[src/rtl/sram_march_bist_pkg.sv]
// rtl/sram_march_bist_pkg.sv - shared types, element indices and pattern select for the March C- BIST
package sram_march_bist_pkg;

  typedef enum logic [3:0] {
    S_IDLE,
    S_E0_W0,
    S_E1_R0W1_UP,
    S_E2_R1W0_UP,
    S_E3_R0W1_DN,
    S_E4_R1W0_DN,
    S_E5_R0_ALL,
    S_FLUSH,
    S_DONE
  } state_t;

  localparam logic [2:0] E0 = 3'd0;
  localparam logic [2:0] E1 = 3'd1;
  localparam logic [2:0] E2 = 3'd2;
  localparam logic [2:0] E3 = 3'd3;
  localparam logic [2:0] E4 = 3'd4;
  localparam logic [2:0] E5 = 3'd5;

  // Op encoding matches the active-low web0 pin directly.
  localparam logic OP_RD = 1'b1;
  localparam logic OP_WR = 1'b0;

  // 1 selects ~BG, 0 selects BG, for the read expectation or the write data of an element.
  function automatic logic pattern_inv(input logic [2:0] elem, input logic is_wr);
    if (is_wr) return (elem == E1) || (elem == E3);
    return (elem == E2) || (elem == E4);
  endfunction

endpackage

[src/rtl/sram_bist_cmp.sv]
// rtl/sram_bist_cmp.sv - read-data compare stage, saturating error counter and first-fail capture
module sram_bist_cmp
  import sram_march_bist_pkg::*;
#(
  parameter int ADDR_W = 9,
  parameter int DATA_W = 8
) (
  input  logic              clk,
  input  logic              rst,
  input  logic              clear,
  input  logic              rd_valid,
  input  logic [DATA_W-1:0] exp,
  input  logic [ADDR_W-1:0] addr,
  input  logic [2:0]        elem,
  input  logic [DATA_W-1:0] dout0,
  output logic [7:0]        err_cnt,
  output logic [ADDR_W-1:0] fail_addr,
  output logic [2:0]        fail_elem,
  output logic [DATA_W-1:0] fail_data,
  output logic              clean
);

  logic              v_q;
  logic [DATA_W-1:0] exp_q;
  logic [ADDR_W-1:0] addr_q;
  logic [2:0]        elem_q;
  logic              miss;

  // The tag is registered the edge the macro samples the read, so it lines up with dout0.
  assign miss  = v_q && (dout0 != exp_q);
  assign clean = (err_cnt == 8'd0) && !miss;

  always_ff @(posedge clk or posedge rst) begin
    if (rst) begin
      v_q       <= 1'b0;
      exp_q     <= '0;
      addr_q    <= '0;
      elem_q    <= '0;
      err_cnt   <= '0;
      fail_addr <= '0;
      fail_elem <= '0;
      fail_data <= '0;
    end else if (clear) begin
      v_q       <= 1'b0;
      err_cnt   <= '0;
      fail_addr <= '0;
      fail_elem <= '0;
      fail_data <= '0;
    end else begin
      v_q    <= rd_valid;
      exp_q  <= exp;
      addr_q <= addr;
      elem_q <= elem;
      if (miss) begin
        if (err_cnt != 8'hFF) err_cnt <= err_cnt + 8'd1;
        if (err_cnt == 8'd0) begin
          fail_addr <= addr_q;
          fail_elem <= elem_q;
          fail_data <= dout0;
        end
      end
    end
  end

endmodule

[src/rtl/sram_march_bist.sv]
// rtl/sram_march_bist.sv - March C- BIST controller driving a single-port SRAM macro
module sram_march_bist
  import sram_march_bist_pkg::*;
#(
  parameter int ADDR_W = 9,
  parameter int DATA_W = 8,
  parameter int DEPTH = 512,
  parameter logic [DATA_W-1:0] BG = 8'h00
) (
  input  logic              clk,
  input  logic              rst,
  input  logic              start,
  output logic              busy,
  output logic              done,
  output logic              pass,
  output logic [7:0]        err_cnt,
  output logic [ADDR_W-1:0] fail_addr,
  output logic [2:0]        fail_elem,
  output logic [DATA_W-1:0] fail_data,
  output logic              csb0,
  output logic              web0,
  output logic [ADDR_W-1:0] addr0,
  output logic [DATA_W-1:0] din0,
  input  logic [DATA_W-1:0] dout0
);

  localparam logic [ADDR_W-1:0] LAST = ADDR_W'(DEPTH - 1);

  state_t            state;
  logic [ADDR_W-1:0] cnt;
  logic              phase;
  logic              rd_valid_q;
  logic [DATA_W-1:0] exp_q;
  logic [2:0]        elem_q;
  logic [2:0]        elem;
  logic              two_op, desc, is_wr, step, accept, clean;
  logic [ADDR_W-1:0] op_addr;

  always_comb begin
    elem   = E0;
    two_op = 1'b0;
    desc   = 1'b0;
    case (state)
      S_E1_R0W1_UP: begin elem = E1; two_op = 1'b1; end
      S_E2_R1W0_UP: begin elem = E2; two_op = 1'b1; end
      S_E3_R0W1_DN: begin elem = E3; two_op = 1'b1; desc = 1'b1; end
      S_E4_R1W0_DN: begin elem = E4; two_op = 1'b1; desc = 1'b1; end
      S_E5_R0_ALL:  elem = E5;
      default:      elem = E0;
    endcase
    // cnt always counts up; descending elements mirror it onto the address.
    is_wr   = (state == S_E0_W0) || (two_op && phase);
    step    = !two_op || phase;
    op_addr = desc ? (LAST - cnt) : cnt;
  end

  assign accept = start && ((state == S_IDLE) || (state == S_DONE));

  always_ff @(posedge clk or posedge rst) begin
    if (rst) begin
      state      <= S_IDLE;
      cnt        <= '0;
      phase      <= 1'b0;
      busy       <= 1'b0;
      done       <= 1'b0;
      pass       <= 1'b0;
      csb0       <= 1'b1;
      web0       <= 1'b1;
      addr0      <= '0;
      din0       <= '0;
      rd_valid_q <= 1'b0;
      exp_q      <= '0;
      elem_q     <= '0;
    end else begin
      rd_valid_q <= 1'b0;
      if (accept) begin
        state <= S_E0_W0;
        cnt   <= '0;
        phase <= 1'b0;
        busy  <= 1'b1;
        done  <= 1'b0;
        pass  <= 1'b0;
        csb0  <= 1'b1;
        web0  <= 1'b1;
      end else begin
        case (state)
          S_E0_W0, S_E1_R0W1_UP, S_E2_R1W0_UP, S_E3_R0W1_DN, S_E4_R1W0_DN, S_E5_R0_ALL: begin
            csb0       <= 1'b0;
            web0       <= is_wr ? OP_WR : OP_RD;
            addr0      <= op_addr;
            din0       <= BG ^ {DATA_W{pattern_inv(elem, 1'b1)}};
            rd_valid_q <= !is_wr;
            exp_q      <= BG ^ {DATA_W{pattern_inv(elem, 1'b0)}};
            elem_q     <= elem;
            if (step) begin
              cnt   <= cnt + 1'b1;
              phase <= 1'b0;
              if (cnt == LAST) state <= state_t'(state + 4'd1);
            end else begin
              phase <= 1'b1;
            end
          end
          S_FLUSH: begin
            csb0  <= 1'b1;
            web0  <= 1'b1;
            state <= S_DONE;
          end
          S_DONE: begin
            // Entered one edge early so pass can include the final E5 compare.
            done <= 1'b1;
            busy <= 1'b0;
            pass <= clean;
          end
          default: begin
            csb0 <= 1'b1;
            web0 <= 1'b1;
          end
        endcase
      end
    end
  end

  sram_bist_cmp #(
    .ADDR_W(ADDR_W),
    .DATA_W(DATA_W)
  ) u_cmp (
    .clk      (clk),
    .rst      (rst),
    .clear    (accept),
    .rd_valid (rd_valid_q),
    .exp      (exp_q),
    .addr     (addr0),
    .elem     (elem_q),
    .dout0    (dout0),
    .err_cnt  (err_cnt),
    .fail_addr(fail_addr),
    .fail_elem(fail_elem),
    .fail_data(fail_data),
    .clean    (clean)
  );

endmodule

[config.mk]
export PLATFORM = sky130hd
export DESIGN_NAME = sram_march_bist
export DESIGN_NICKNAME = d
export VERILOG_FILES = /design/src/rtl/sram_march_bist_pkg.sv /design/src/rtl/sram_bist_cmp.sv /design/src/rtl/sram_march_bist.sv
export SDC_FILE = /design/constraint.sdc
export NUM_CORES = 1
export LEC_CHECK = 0
export BUFFER_PORTS_ARGS = -buffer_cell sky130_fd_sc_hd__clkbuf_2
export CORE_MARGIN = 2
export CORE_UTILIZATION = 60
export CTS_BUF_LIST = sky130_fd_sc_hd__clkbuf_4
export DETAILED_ROUTE_END_ITERATION = 12
export PLACE_DENSITY = 0.95
export SETUP_SLACK_MARGIN = 0.2
export SYNTH_ARGS = -nofsm -noshare
export SYNTH_HDL_FRONTEND = slang
export SYNTH_SLANG_ARGS = --single-unit
[constraint.sdc]
create_clock -name clk -period 5.7 [get_ports clk]
set_input_delay 1.71 -clock clk [delete_from_list [all_inputs] [get_ports clk]]
set_output_delay 1.71 -clock clk [all_outputs]
set_load 0.03 [all_outputs]
# Word level (Yosys, flattened, before mapping)

Cells that the tools add are included.

Register bits after elaboration: 76
Latch bits: 0
Bits in writable memories: 0
ROM bits: 0
Input port bits: 11
Word-level logic and storage cells: 116
Memories: 0

Add/sub/neg operators: 4
Multiply operators: 0
Divide/modulo/power cells: 0
Order comparisons: 0
Equality and inequality tests: 18
Shifts and indexed selects: 0
Multiplexer cells: 43
Bitwise operators: 1
Reduce and logical (&&, ||, !) cells: 29

Operator list:

| kind                | number |
|---|---|
| $mux 9              | 7 |
| $mux 8              | 6 |
| $mux 1              | 20 |
| $eq 4x3->1 const B  | 4 |
| $pmux 3 s5          | 1 |
| $mux 4              | 3 |
| $reduce_bool 2->1   | 6 |
| $add 9x1->9 const B | 1 |
| $eq 9x9->1 const B  | 1 |
| $mux 3              | 3 |
| $sub 9x9->9 const A | 1 |
| $add 8x1->8 const B | 1 |
| $eq 4x2->1 const B  | 2 |
| $logic_not 8->1     | 1 |
| $ne 8x8->1          | 1 |
| $ne 8x8->1 const B  | 1 |
| $pmux 4 s2          | 1 |
| $reduce_and 2->1    | 4 |
| $eq 3x2->1 const B  | 2 |
| $ne 3x3->1 const B  | 2 |
| $reduce_or 6->1     | 1 |
| $logic_or 1x1->1    | 5 |
| $add 4x1->4 const B | 1 |
| $eq 4x1->1 const B  | 1 |
| other kinds (13)    | 19 |

# Longest topological paths before layout

Gate-level depths: netlist of run 1.

Word-level depth: 8
Depth in mapped cells: 8
Depth with buffers taken out: 6

# Modules after synthesis

Synthesis of run 1 repeated with hierarchy kept, for this count alone.

Cell total of the unflattened synthesis: 369
Area total of the unflattened synthesis: 4028.9 um2

By module, submodules not included:

| module          | times used | cells each | area each (um2) | sequential area each (um2) |
|---|---|---|---|---|
| sram_bist_cmp   | 1          | 174        | 2188.3          | 1226.2 |
| sram_march_bist | 1          | 195        | 1840.5          | 853.3 |

# Least setup slack after synthesis of run 1

No wires, ideal clock.

Path kind: in2reg
From: input port dout0[3]
To: register u_cmp.fail_addr[8]
Data arrival time: 2870 ps
Path slack: 2752 ps
Stages on the path: 6
Buffers on the path: 2
Cell sequence: nor4_1 and3_1 buf_2 clkbuf_1 o31ai_1 a21oi_1

Longest elaborated chain between the ends: 4

RTL lines:

| what                               | RTL line              | RTL |
|---|---|---|
| from (decl)                        | sram_march_bist.sv:24 | `input logic [DATA_W-1:0] dout0` |
| $ne 8x8->1                         | sram_bist_cmp.sv:30   | `assign miss = v_q && (dout0 != exp_q);` |
| $logic_and 1x1->1                  | sram_bist_cmp.sv:30   |  |
| $reduce_bool 2->1 (no source line) | -                     |  |
| $reduce_and 2->1 (no source line)  | -                     |  |
| to (signal assigned)               | sram_bist_cmp.sv:57   | `fail_addr <= addr_q;` |
| to (decl)                          | sram_bist_cmp.sv:17   | `output logic [ADDR_W-1:0] fail_addr,` |

No other way between the ends.
A chain may end at the register's enable or synchronous reset.

# Worst setup path after layout of run 1

From: input port dout0[3]
To: register u_cmp.err_cnt[2]

Longest elaborated chain between the ends: 4

RTL lines:

| what                               | RTL line            | RTL |
|---|---|---|
| $ne 8x8->1                         | sram_bist_cmp.sv:30 |  |
| $logic_and 1x1->1                  | sram_bist_cmp.sv:30 |  |
| $reduce_bool 2->1 (no source line) | -                   |  |
| $reduce_and 2->1 (no source line)  | -                   |  |
| to (signal assigned)               | sram_bist_cmp.sv:55 | `if (err_cnt != 8'hFF) err_cnt <= err_cnt + 8'd1;` |
| to (decl)                          | sram_bist_cmp.sv:16 | `output logic [7:0] err_cnt,` |

No other way between the ends.

==> results of run 1 <==
[layout make-up]
type | count | area share, %
multi-input cells | 288 | 41.09
clock inverters | 6 | 1.302
repair buffers | 65 | 7.988
well taps | 77 | 2.278
flip-flops and latches | 76 | 45.03
inverters | 6 | 0.5325
clock buffers | 10 | 1.775
[registers in the layout, indices dropped and copies added (netlist names), 3 cells and up]
name,count
addr0,9
cnt,9
u_cmp.addr_q,9
u_cmp.fail_addr,9
u_cmp.err_cnt,8
u_cmp.fail_data,8
state,4
elem_q,3
u_cmp.elem_q,3
u_cmp.fail_elem,3
[per-layer routing]
metal  vias up  global-route usage (%)  part of all wire (%)
li1       1572                       -                     -
met1      1631                   34.06                    42
met2       143                   41.67                    49
met3        18                   5.539                   6.6
met4         0                   10.85                   1.6
met5         -                       0                     0
[report_power, final]
part | leakage [nW] | total [mW] | switching, mW | internal [mW]
registers | 0.905 | 0.557 | 0.00801 | 0.549
logic | 0.910 | 0.0671 | 0.0472 | 0.0199
clock network | 0.0712 | 0.321 | 0.187 | 0.134
[placed cells by master (no fill, tap or decap), types with 3 or more instances in the layout]
master,count
nor2_1,14
inv_1,5
a31oi_1,5
nor4_1,4
buf_4,5
or4_1,3
nor2b_1,4
ha_1,8
and3_1,3
mux2i_1,5
nand4_1,22
and4_1,5
nand2_1,66
a21oi_1,34
xnor2_1,9
o31a_1,3
nand2b_1,7
clkbuf_2,60
nor3_1,5
o31ai_1,29
nand3b_1,3
o21ai_0,19
dfrtp_1,74
nand3_1,13
clkbuf_4,10
[cell usage after synthesis, drive strengths merged, types with 2 or more instances]
library cell   n  share of area (%)
a21oi         34                4.4
dfrtp         74                 48
a31oi          5               0.81
a41o           2               0.52
a21o           2               0.39
nand3         13                1.7
nor4           4               0.65
a211o          2               0.46
nor2          15                1.5
mux2i          5                1.3
nand3b         3               0.59
and3           3               0.49
inv            6               0.59
o31ai         30                6.0
a32o           2               0.52
nor2b          4               0.65
or4            3               0.59
nand4         22                3.6
nand2         66                6.5
ha             8                2.6
dfstp          2                1.4
buf           13                2.2
o21ai         19                2.5
nand2b         7                1.1
o31a           3               0.68
xnor2          9                2.1
and2           2               0.33
and4           5                1.1
nor3           5               0.65
clkbuf        24                2.3
[through the flow]
stage / instances / worst slack (ps) / hold WS (ps) / instance area [um2] / power (mW)
floorplan: 407 / 2055 / 427.7 / 3840 / 0.6114
global placement: 512 / 2160 / 436.4 / 4099 / 0.6324
detailed placement: 512 / 2003 / 443.4 / 4099 / 0.6355
CTS: 528 / 2519 / 469.5 / 4229 / 0.9482
global route: 528 / 2246 / 511.2 / 4229 / 0.9782
finish: 528 / 2476 / 469.2 / 4229 / 0.9453
[logic make-up after synthesis]
| group | synth area share [%] |
|---|---|
| AND/OR/NAND/NOR | 20.53 |
| AO/OA/AOI/OAI | 18.77 |
| flip-flops | 49.59 |
| buffers and inverters | 5.148 |
| XOR/XNOR | 2.053 |
| adder cells (fa/ha/maj) | 2.607 |
| multiplexers | 1.303 |
[critical path: cells and delay by family]
kind                   cells  cell delay, ps
AND/OR/NAND/NOR            3            1450
buffers and inverters      1             100
AO/OA/AOI/OAI              1             290
[how the worst max path moves through the flow]
| stage | endpoint | slack [ps] | cells after the start |
|---|---|---|---|
| after global placement | u_cmp.err_cnt[2] | 2160 | 5 |
| after floorplan | addr0[0] | 2050 | 1 |
| after global routing | pass | 2250 | 5 |
| after CTS | u_cmp.err_cnt[2] | 2520 | 5 |
| final | u_cmp.err_cnt[2] | 2480 | 5 |
| after detailed placement | pass | 2000 | 5 |
==> flow_metrics.tcl, run 1 <==
set metrics [dict create \
    row_count 29 \
    seqCellArea_um2 1904 \
    critPathSlowestCell "and3_1" \
    clock_skew_ps 15.23 \
    port_buffers 60 \
    clkSinkCount 76 \
    n_antenna_cell 0 \
    place_congestion 0.9286 \
    start_util_pct 61.17 \
    crit_fanout 26 \
    cts_root_buf "clkbuf_4" \
    finalCriticalPeriod_ps 3224 \
    hold_end "u_cmp.v_q" \
    drive_above_1_share_pct 19.29 \
    relSlewSlack_pct 28.16 \
    synth_fp_nets 426 \
    core-area_um2 6277 \
    rr_startpoint "state[0]" \
    worst_slew_pin_slew_ps 1076 \
    synth_ff_type "dfrtp_1" \
    worstPathCellList "clkbuf_2 > nor4_1 > and3_1 > nor2_1 > a41o_1" \
    gr-total-overflow 0 \
    ys_ff_latch 76 \
    critPathMaxStageDelay_ps 880 \
    dieArea_um2 7056 \
    p_per_area_nw_per_um2 223.5 \
    async_reset_ff_share_pct 100.0 \
    grt_max_degree 54 \
    tritoncts "yes" \
    holdBufCountCts 0 \
    netlist_area_um2 3840 \
    cp-startpoint "dout0[3]" \
    drt-pass1-iter-count 5 \
    die_height_um 84 \
    ant_nets 0 \
    clkTransAtPathRegs_ps 120 \
    setup-violations-final 0 \
    crit_required_ps 6040 \
    reg2reg_depth 6 \
    multi_input_area_um2 1738 \
    grt_usage_pct 25.85 \
    fin_tns_setup_ps 0 \
    hold_violations 0 \
    ioPinCount 61 \
    cts_resized 0 \
    antenna_found_initial 0 \
    synth.distinct_cells 49 \
    syn_to_final_growth_pct 10.13 \
    post_cts_buffers 0 \
    critPathCaptureType "flip-flop" \
    r2r_end "cnt[3]" \
    syn_inst 407 \
    cp-start-kind "primary input" \
    utilization_pct 67.37 \
    vias 3364 \
    hold_class "flip-flop to flip-flop" \
    worst-setup-path-type "primary input to flip-flop" \
    chipWidth_um 84 \
    synth_warnings 0 \
    cts_buffer_depth 2 \
    p_leak_nw 1.886 \
    synth_area_per_cell_um2 9.435 \
    clkLatencyLatePin_ps 440 \
    cap_violations 0 \
    avgRoutedWirePerCell_um 16.46 \
    totalWireLength_um 8691 \
    htree_levels 3 \
    post-route-period-util_pct 56.56 \
    whs_path_depth 1 \
    reg2reg_slack_ps 3330 \
    fillers 478 \
    grt_pass1_vias 3194 \
    dr.first_iter.drc_count 263 \
    arrival_ps 3570 \
    drc_errors 0 \
    synth_edf_count 0 \
    grt_pass1_wl_um 14810 \
    dp_hpwl_um 5758 \
    hold_start "rd_valid_q" \
    fin_nets 465 \
    fmax_mhz 310.2 \
    rsz0062_at_grt "false" \
    numCtsBuffers 9 \
    slew_violations 0 \
    peakVddDrop_mv 0.1634 \
    ys_seq_area_share_pct 49.59 \
    status "finished, final reports clean" \
    via_per_inst 6.371 \
]
Note: power is estimated with default switching activity, not from simulation.
==> inputs of run 2 (changes only) <==
--- a/config.mk
+++ b/config.mk
@@ -5,12 +5,13 @@
 export SDC_FILE = /design/constraint.sdc
 export NUM_CORES = 1
 export LEC_CHECK = 0
+export ABC_AREA = 1
 export BUFFER_PORTS_ARGS = -buffer_cell sky130_fd_sc_hd__clkbuf_2
 export CORE_MARGIN = 2
-export CORE_UTILIZATION = 60
+export CORE_UTILIZATION = 53
 export CTS_BUF_LIST = sky130_fd_sc_hd__clkbuf_4
 export DETAILED_ROUTE_END_ITERATION = 12
-export PLACE_DENSITY = 0.95
+export PLACE_DENSITY = 0.9
 export SETUP_SLACK_MARGIN = 0.2
 export SYNTH_ARGS = -nofsm -noshare
 export SYNTH_HDL_FRONTEND = slang
==> constraint.sdc (replaced) <==
create_clock -name clk -period 2.96 [get_ports clk]
set_input_delay 0.888 -clock clk [delete_from_list [all_inputs] [get_ports clk]]
set_output_delay 0.888 -clock clk [all_outputs]
set_load 0.03 [all_outputs]
==> flow_metrics.tcl, run 2 <==
set metrics [dict create \
    clkTransAtPathRegs_ps 120 \
    grt_max_degree 57 \
    crit_family "flip-flops" \
    antenna_found_initial 0 \
    n_antenna_cell 0 \
    cap_violations 0 \
    status "finished, final reports clean" \
    syn_to_final_growth_pct 11.80 \
    drt-pass1-iter-count 5 \
    dr.first_iter.drc_count 209 \
    synth-simple-area-share_pct 32.33 \
    synth.distinct_cells 30 \
    p_clk_share_pct 12.0 \
    worstPathCellList "clkbuf_2" \
    netlist_top_cells_count "135 x nand2_1, 74 x dfrtp_1, 49 x nand3_1" \
    place_congestion 0.9757 \
    rsz0062_at_grt "false" \
    core-area_um2 7176 \
    clkLatencyLatePin_ps 420 \
    async_reset_ff_share_pct 100.0 \
    slew_violations 0 \
    post-route-period-util_pct 70.16 \
    setup-violations-final 0 \
    netlist_area_um2 3901 \
    die_height_um 89.80 \
    synth_fp_nets 486 \
    gr-total-overflow 0 \
    dieArea_um2 8063 \
    critPathCaptureType "primary output" \
    relSlewSlack_pct 59.00 \
    synth_compound_area_share_pct 4.394 \
    grt_usage_pct 21.30 \
    row_count 31 \
    utilization_pct 60.78 \
    numCtsBuffers 9 \
    cts_root_buf "clkbuf_4" \
    via_per_inst 5.280 \
    p_leak_nw 2.410 \
    netlist.area_leader.share_pct 47.47 \
    peakVddDrop_mv 0.6342 \
    hold_violations 0 \
    combPwrFrac_pct 53.7 \
    ys_ff_latch 76 \
    crit_fanout 9 \
    htree_levels 3 \
    synth_edf_count 0 \
    holdBufCountCts 0 \
    hold_class "primary input to asynchronous set/reset pin" \
    critPathMaxStageDelay_ps 510 \
    start_util_pct 54.37 \
    finalCriticalPeriod_ps 2077 \
    cp-start-kind "flip-flop" \
    arrival_ps 1190 \
    fmax_mhz 481.5 \
    layout_commonest_cell "nand2_1" \
    synth_ff_type "dfrtp_1" \
    drive_above_1_share_pct 21.39 \
    grt_pass1_wl_um 14260 \
    grt_pass1_vias 3145 \
    p_switching_mw 2.536 \
    clock_skew_ps 15.51 \
    fin_nets 536 \
    ys_seq_area_share_pct 48.81 \
    fillers 603 \
    synth_area_leaders "dfrtp_1 47%, nand2_1 13%, nand3_1 6.3%, nand4_1 5.0%, inv_1 3.8%" \
    swShare_pct 50.86 \
    syn_inst 467 \
    cts_buffer_depth 2 \
    synthAdderAreaFrac_pct 2.566 \
    clkSinkCount 76 \
    crit_required_ps 2070 \
    cts_resized 0 \
    drc_errors 0 \
    p_int_mw 2.450 \
    post_cts_buffers 0 \
    seqPwrFrac_pct 34.2 \
    fin_tns_setup_ps 0 \
    avgRoutedWirePerCell_um 13.32 \
    synth_warnings 0 \
    synth_area_per_cell_um2 8.354 \
    synth_xor_area_share_pct 3.592 \
    ioPinCount 61 \
    chipWidth_um 89.80 \
    totalWireLength_um 8230 \
    vias 3263 \
    path_buf_inv 1 \
    yosysMostFrequentCell "nand2_1" \
    worst_slew_pin_slew_ps 613.6 \
    port_buffers 60 \
    dp_hpwl_um 5832 \
    worst-setup-path-type "flip-flop to primary output" \
    critPathSlowestCell "dfrtp_1" \
    tritoncts "yes" \
    synthMuxAreaShare_pct 0 \
    synth_top_family_by_area "simple AND/OR/NAND/NOR gates" \
    p_per_area_nw_per_um2 1143 \
    most-common-layout-cells "135 x nand2_1, 74 x dfrtp_1, 60 x clkbuf_2" \
    ant_nets 0 \
    synth_largest_area_cell "dfrtp_1" \
]
## run 2: cell families (layout without fill, tap and decap cells)
logic type                 Yosys count  count (layout)
adders and majority gates            8               8
xor gates and xnor gates            16              16
AOI/OAI and AO/OA                   28              28
buffers and inverters               72             124
and+or+nand+nor                    267             267
DFF                                 76              76
## run 2: per-layer routing
metal | vias up | wire length, um | track usage (%)
li1 | 1611 | - | -
met1 | 1540 | 3576 | 27.70
met2 | 99 | 4082 | 36.05
met3 | 13 | 463 | 4.946
met4 | 0 | 106 | 5.897
met5 | - | 0 | 0
## run 2: stage by stage
stage	instances	total power, mW	hold slack (ps)	worst slack, ps	area [um2]
after CTS	618	5.006	485.8	869.5	4362
after floorplan	467	3.846	442.2	1109	3905
after global placement	605	4.277	454.1	871.0	4240
after detailed placement	605	4.391	459.0	812.3	4240
final	618	4.987	483.7	883.3	4362
after global routing	618	5.362	498.2	813.1	4362
## run 2: final timing paths
check / cells past startpoint / slack [ps] / from / endpoint
setup / recovery: 1 / 880 / u_cmp.err_cnt[5] / err_cnt[5]
max in group asynchronous: 3 / 1830 / rst / u_cmp.addr_q[5]
hold reg to reg: 2 / 490 / u_cmp.addr_q[1] / u_cmp.addr_q[1]
hold / removal: 2 / 480 / rst / state[1]
min in group clk: 2 / 490 / u_cmp.addr_q[1] / u_cmp.addr_q[1]
setup reg to reg: 8 / 1020 / u_cmp.err_cnt[0] / u_cmp.fail_elem[2]
## run 2: power groups by stage
stage,Combinational [mW],Sequential (mW),Clock (mW)
final,2.68,1.71,0.601
after global routing,2.95,1.75,0.654
after CTS,2.69,1.70,0.613
after detailed placement,2.67,1.72,0
after global placement,2.57,1.70,0
after floorplan,1.81,2.03,0
## run 2: layout make-up
| type | count | area (um2) | area share, % |
|---|---|---|---|
| Sequential cell | 76 | 1904 | 43.66 |
| Multi-Input combinational cell | 319 | 1675 | 38.41 |
| Timing Repair Buffer | 67 | 365.4 | 8.376 |
| Inverter | 44 | 171.4 | 3.930 |
| Tap cell | 99 | 123.9 | 2.840 |
| Clock buffer | 11 | 82.58 | 1.893 |
| Clock inverter | 2 | 38.79 | 0.8893 |
==> inputs of run 3 (changes only) <==
--- a/config.mk
+++ b/config.mk
@@ -8,10 +8,10 @@
 export ABC_AREA = 1
 export BUFFER_PORTS_ARGS = -buffer_cell sky130_fd_sc_hd__clkbuf_2
 export CORE_MARGIN = 2
-export CORE_UTILIZATION = 53
+export CORE_UTILIZATION = 59
 export CTS_BUF_LIST = sky130_fd_sc_hd__clkbuf_4
 export DETAILED_ROUTE_END_ITERATION = 12
-export PLACE_DENSITY = 0.9
+export PLACE_DENSITY = 0.95
 export SETUP_SLACK_MARGIN = 0.2
 export SYNTH_ARGS = -nofsm -noshare
 export SYNTH_HDL_FRONTEND = slang
==> constraint.sdc (replaced) <==
create_clock -name clk -period 2 [get_ports clk]
set_input_delay 0.6 -clock clk [delete_from_list [all_inputs] [get_ports clk]]
set_output_delay 0.6 -clock clk [all_outputs]
set_load 0.03 [all_outputs]
==> flow_metrics.tcl, run 3 (synthesis gave the netlist of run 2 again) <==
set metrics [dict create \
    status "finished, final reports clean" \
    start_util_pct 61.09 \
    syn_to_final_growth_pct 17.48 \
    drt-pass1-iter-count 5 \
    rr_startpoint "state[1]" \
    dpl.cell_count 590 \
    fin_nets 551 \
    dp_hpwl_um 6076 \
    dieArea_um2 7279 \
    hold_violations 0 \
    peakVddDrop_mv 1.103 \
    core-area_um2 6386 \
    cap_violations 0 \
    p_leak_nw 2.507 \
    instances_no_fill 613 \
    holdBufCountCts 0 \
    drive_above_1_share_pct 27.05 \
    setup-violations-final 0 \
    arrival_ps 2120 \
    cp-start-kind "flip-flop" \
    grt_usage_pct 25.17 \
    tritoncts "yes" \
    finalCriticalPeriod_ps 1822 \
    p_per_area_nw_per_um2 1774 \
    chipWidth_um 85.32 \
    reg2reg_slack_ps 180 \
    grt_pass1_vias 3208 \
    clkSinkCount 76 \
    place_congestion 0.8803 \
    fin_tns_setup_ps 0 \
    worst-setup-path-type "flip-flop to flip-flop" \
    fmax_mhz 548.8 \
    crit_required_ps 2300 \
    timing.final.ws_setup_ps 177.9 \
    hold_class "primary input to asynchronous set/reset pin" \
    rsz0062_at_grt "true" \
    post-route-period-util_pct 91.10 \
    slew_violations 0 \
    n_antenna_cell 0 \
    relSlewSlack_pct 75.04 \
    critPathCaptureType "flip-flop" \
    ant_nets 0 \
    fillers 457 \
    ioPinCount 61 \
    avgRoutedWirePerCell_um 14.80 \
    clock_skew_ps 15.03 \
    worst_slew_pin_slew_ps 374.3 \
    numCtsBuffers 9 \
    cts_root_buf "clkbuf_4" \
    power.total_mw 8.131 \
    dr.first_iter.drc_count 320 \
    utilization_pct 71.77 \
    drc_errors 0 \
    layout_commonest_cell "nand2_1" \
    r2r_end "addr0[1]" \
    vias 3444 \
    row_count 29 \
    via_per_inst 5.618 \
    htree_levels 3 \
    gr-total-overflow 0 \
    port_buffers 60 \
    antenna_found_initial 0 \
    crit_fanout 24 \
    post-place-ws_ps 236.7 \
    most-common-layout-cells "132 x nand2_1, 68 x dfrtp_1, 58 x clkbuf_2" \
    die_height_um 85.32 \
    reg2reg_depth 9 \
    cts_buffer_depth 2 \
    clkTransAtPathRegs_ps 110 \
    totalWireLength_um 9070 \
    grt_max_degree 58 \
    grt_pass1_wl_um 14590 \
    clkLatencyLatePin_ps 430 \
]
[run 3: cell count changes in the layout (fill, tap and decap cells not counted), sizes merged]
cell | previous run | this run
buf | 7 | 23
clkbuf | 71 | 69
bufinv | 1 | 2
clkinv | 1 | 2
clkinvlp | 1 | 2
[run 3: power breakdown]
group / total, mW / internal, mW / switching, mW / leakage (nW)
clock: 1.04 / 0.510 / 0.527 / 0.0822
combinational: 4.57 / 1.49 / 3.08 / 1.43
sequential: 2.53 / 2.11 / 0.415 / 0.995
total: 8.13 / 4.11 / 4.02 / 2.51
[run 3: how the worst max path moves through the flow]
stage	cells after the start	to	start	slack, ps
finish	9	addr0[1]	state[1]	180
global route	9	addr0[1]	state[1]	130
CTS	9	cnt[4]	state[0]	210
detailed placement	7	u_cmp.err_cnt[5]	u_cmp.err_cnt[0]	240
global placement	10	state[2]	state[0]	300
floorplan	7	u_cmp.err_cnt[6]	u_cmp.err_cnt[1]	280
[run 3: stage by stage]
step           area, um2  hold WS [ps]
2_1_floorplan       3905         442.2
3_3_place_gp        4278         454.1
3_5_place_dp        4278         458.9
4_1_cts             4444         232.3
5_1_grt             4583         238.8
6_report            4583         225.0
[run 3: worst max-delay path, cell delays in order (launching register included)]
cell	delay (ps)
dfrtp_1	430
inv_1	160
ha_2	220
nand3_2	130
nand3_2	170
nor2_8	70
nor2_8	210
inv_8	110
nand2_1	100
o21ai_1	90
[run 3: cell type report]
class,count,area [um2],area share (%)
Clock buffer,10,75.07,1.638
Clock inverter,5,77.57,1.693
Inverter,44,178.9,3.904
Multi-Input combinational cell,319,1750,38.19
Sequential cell,76,1912,41.71
Tap cell,77,96.34,2.102
Timing Repair Buffer,82,493.0,10.76
[run 3: timing repair]
| action | in CTS | in global routing |
|---|---|---|
| gates cloned | 0 | 0 |
| setup endpoints to repair | 6 | 47 |
| setup buffers | 0 | 8 |
| pin swaps | 0 | 1 |
| gates resized for setup | 4 | 26 |
[run 3: layer usage]
layer	GRT usage (%)	up-vias	part of all wire (%)
li1	-	1643	-
met1	32.24	1655	41
met2	42.40	128	51
met3	6.031	18	5.9
met4	7.937	0	2.0
met5	0	-	0
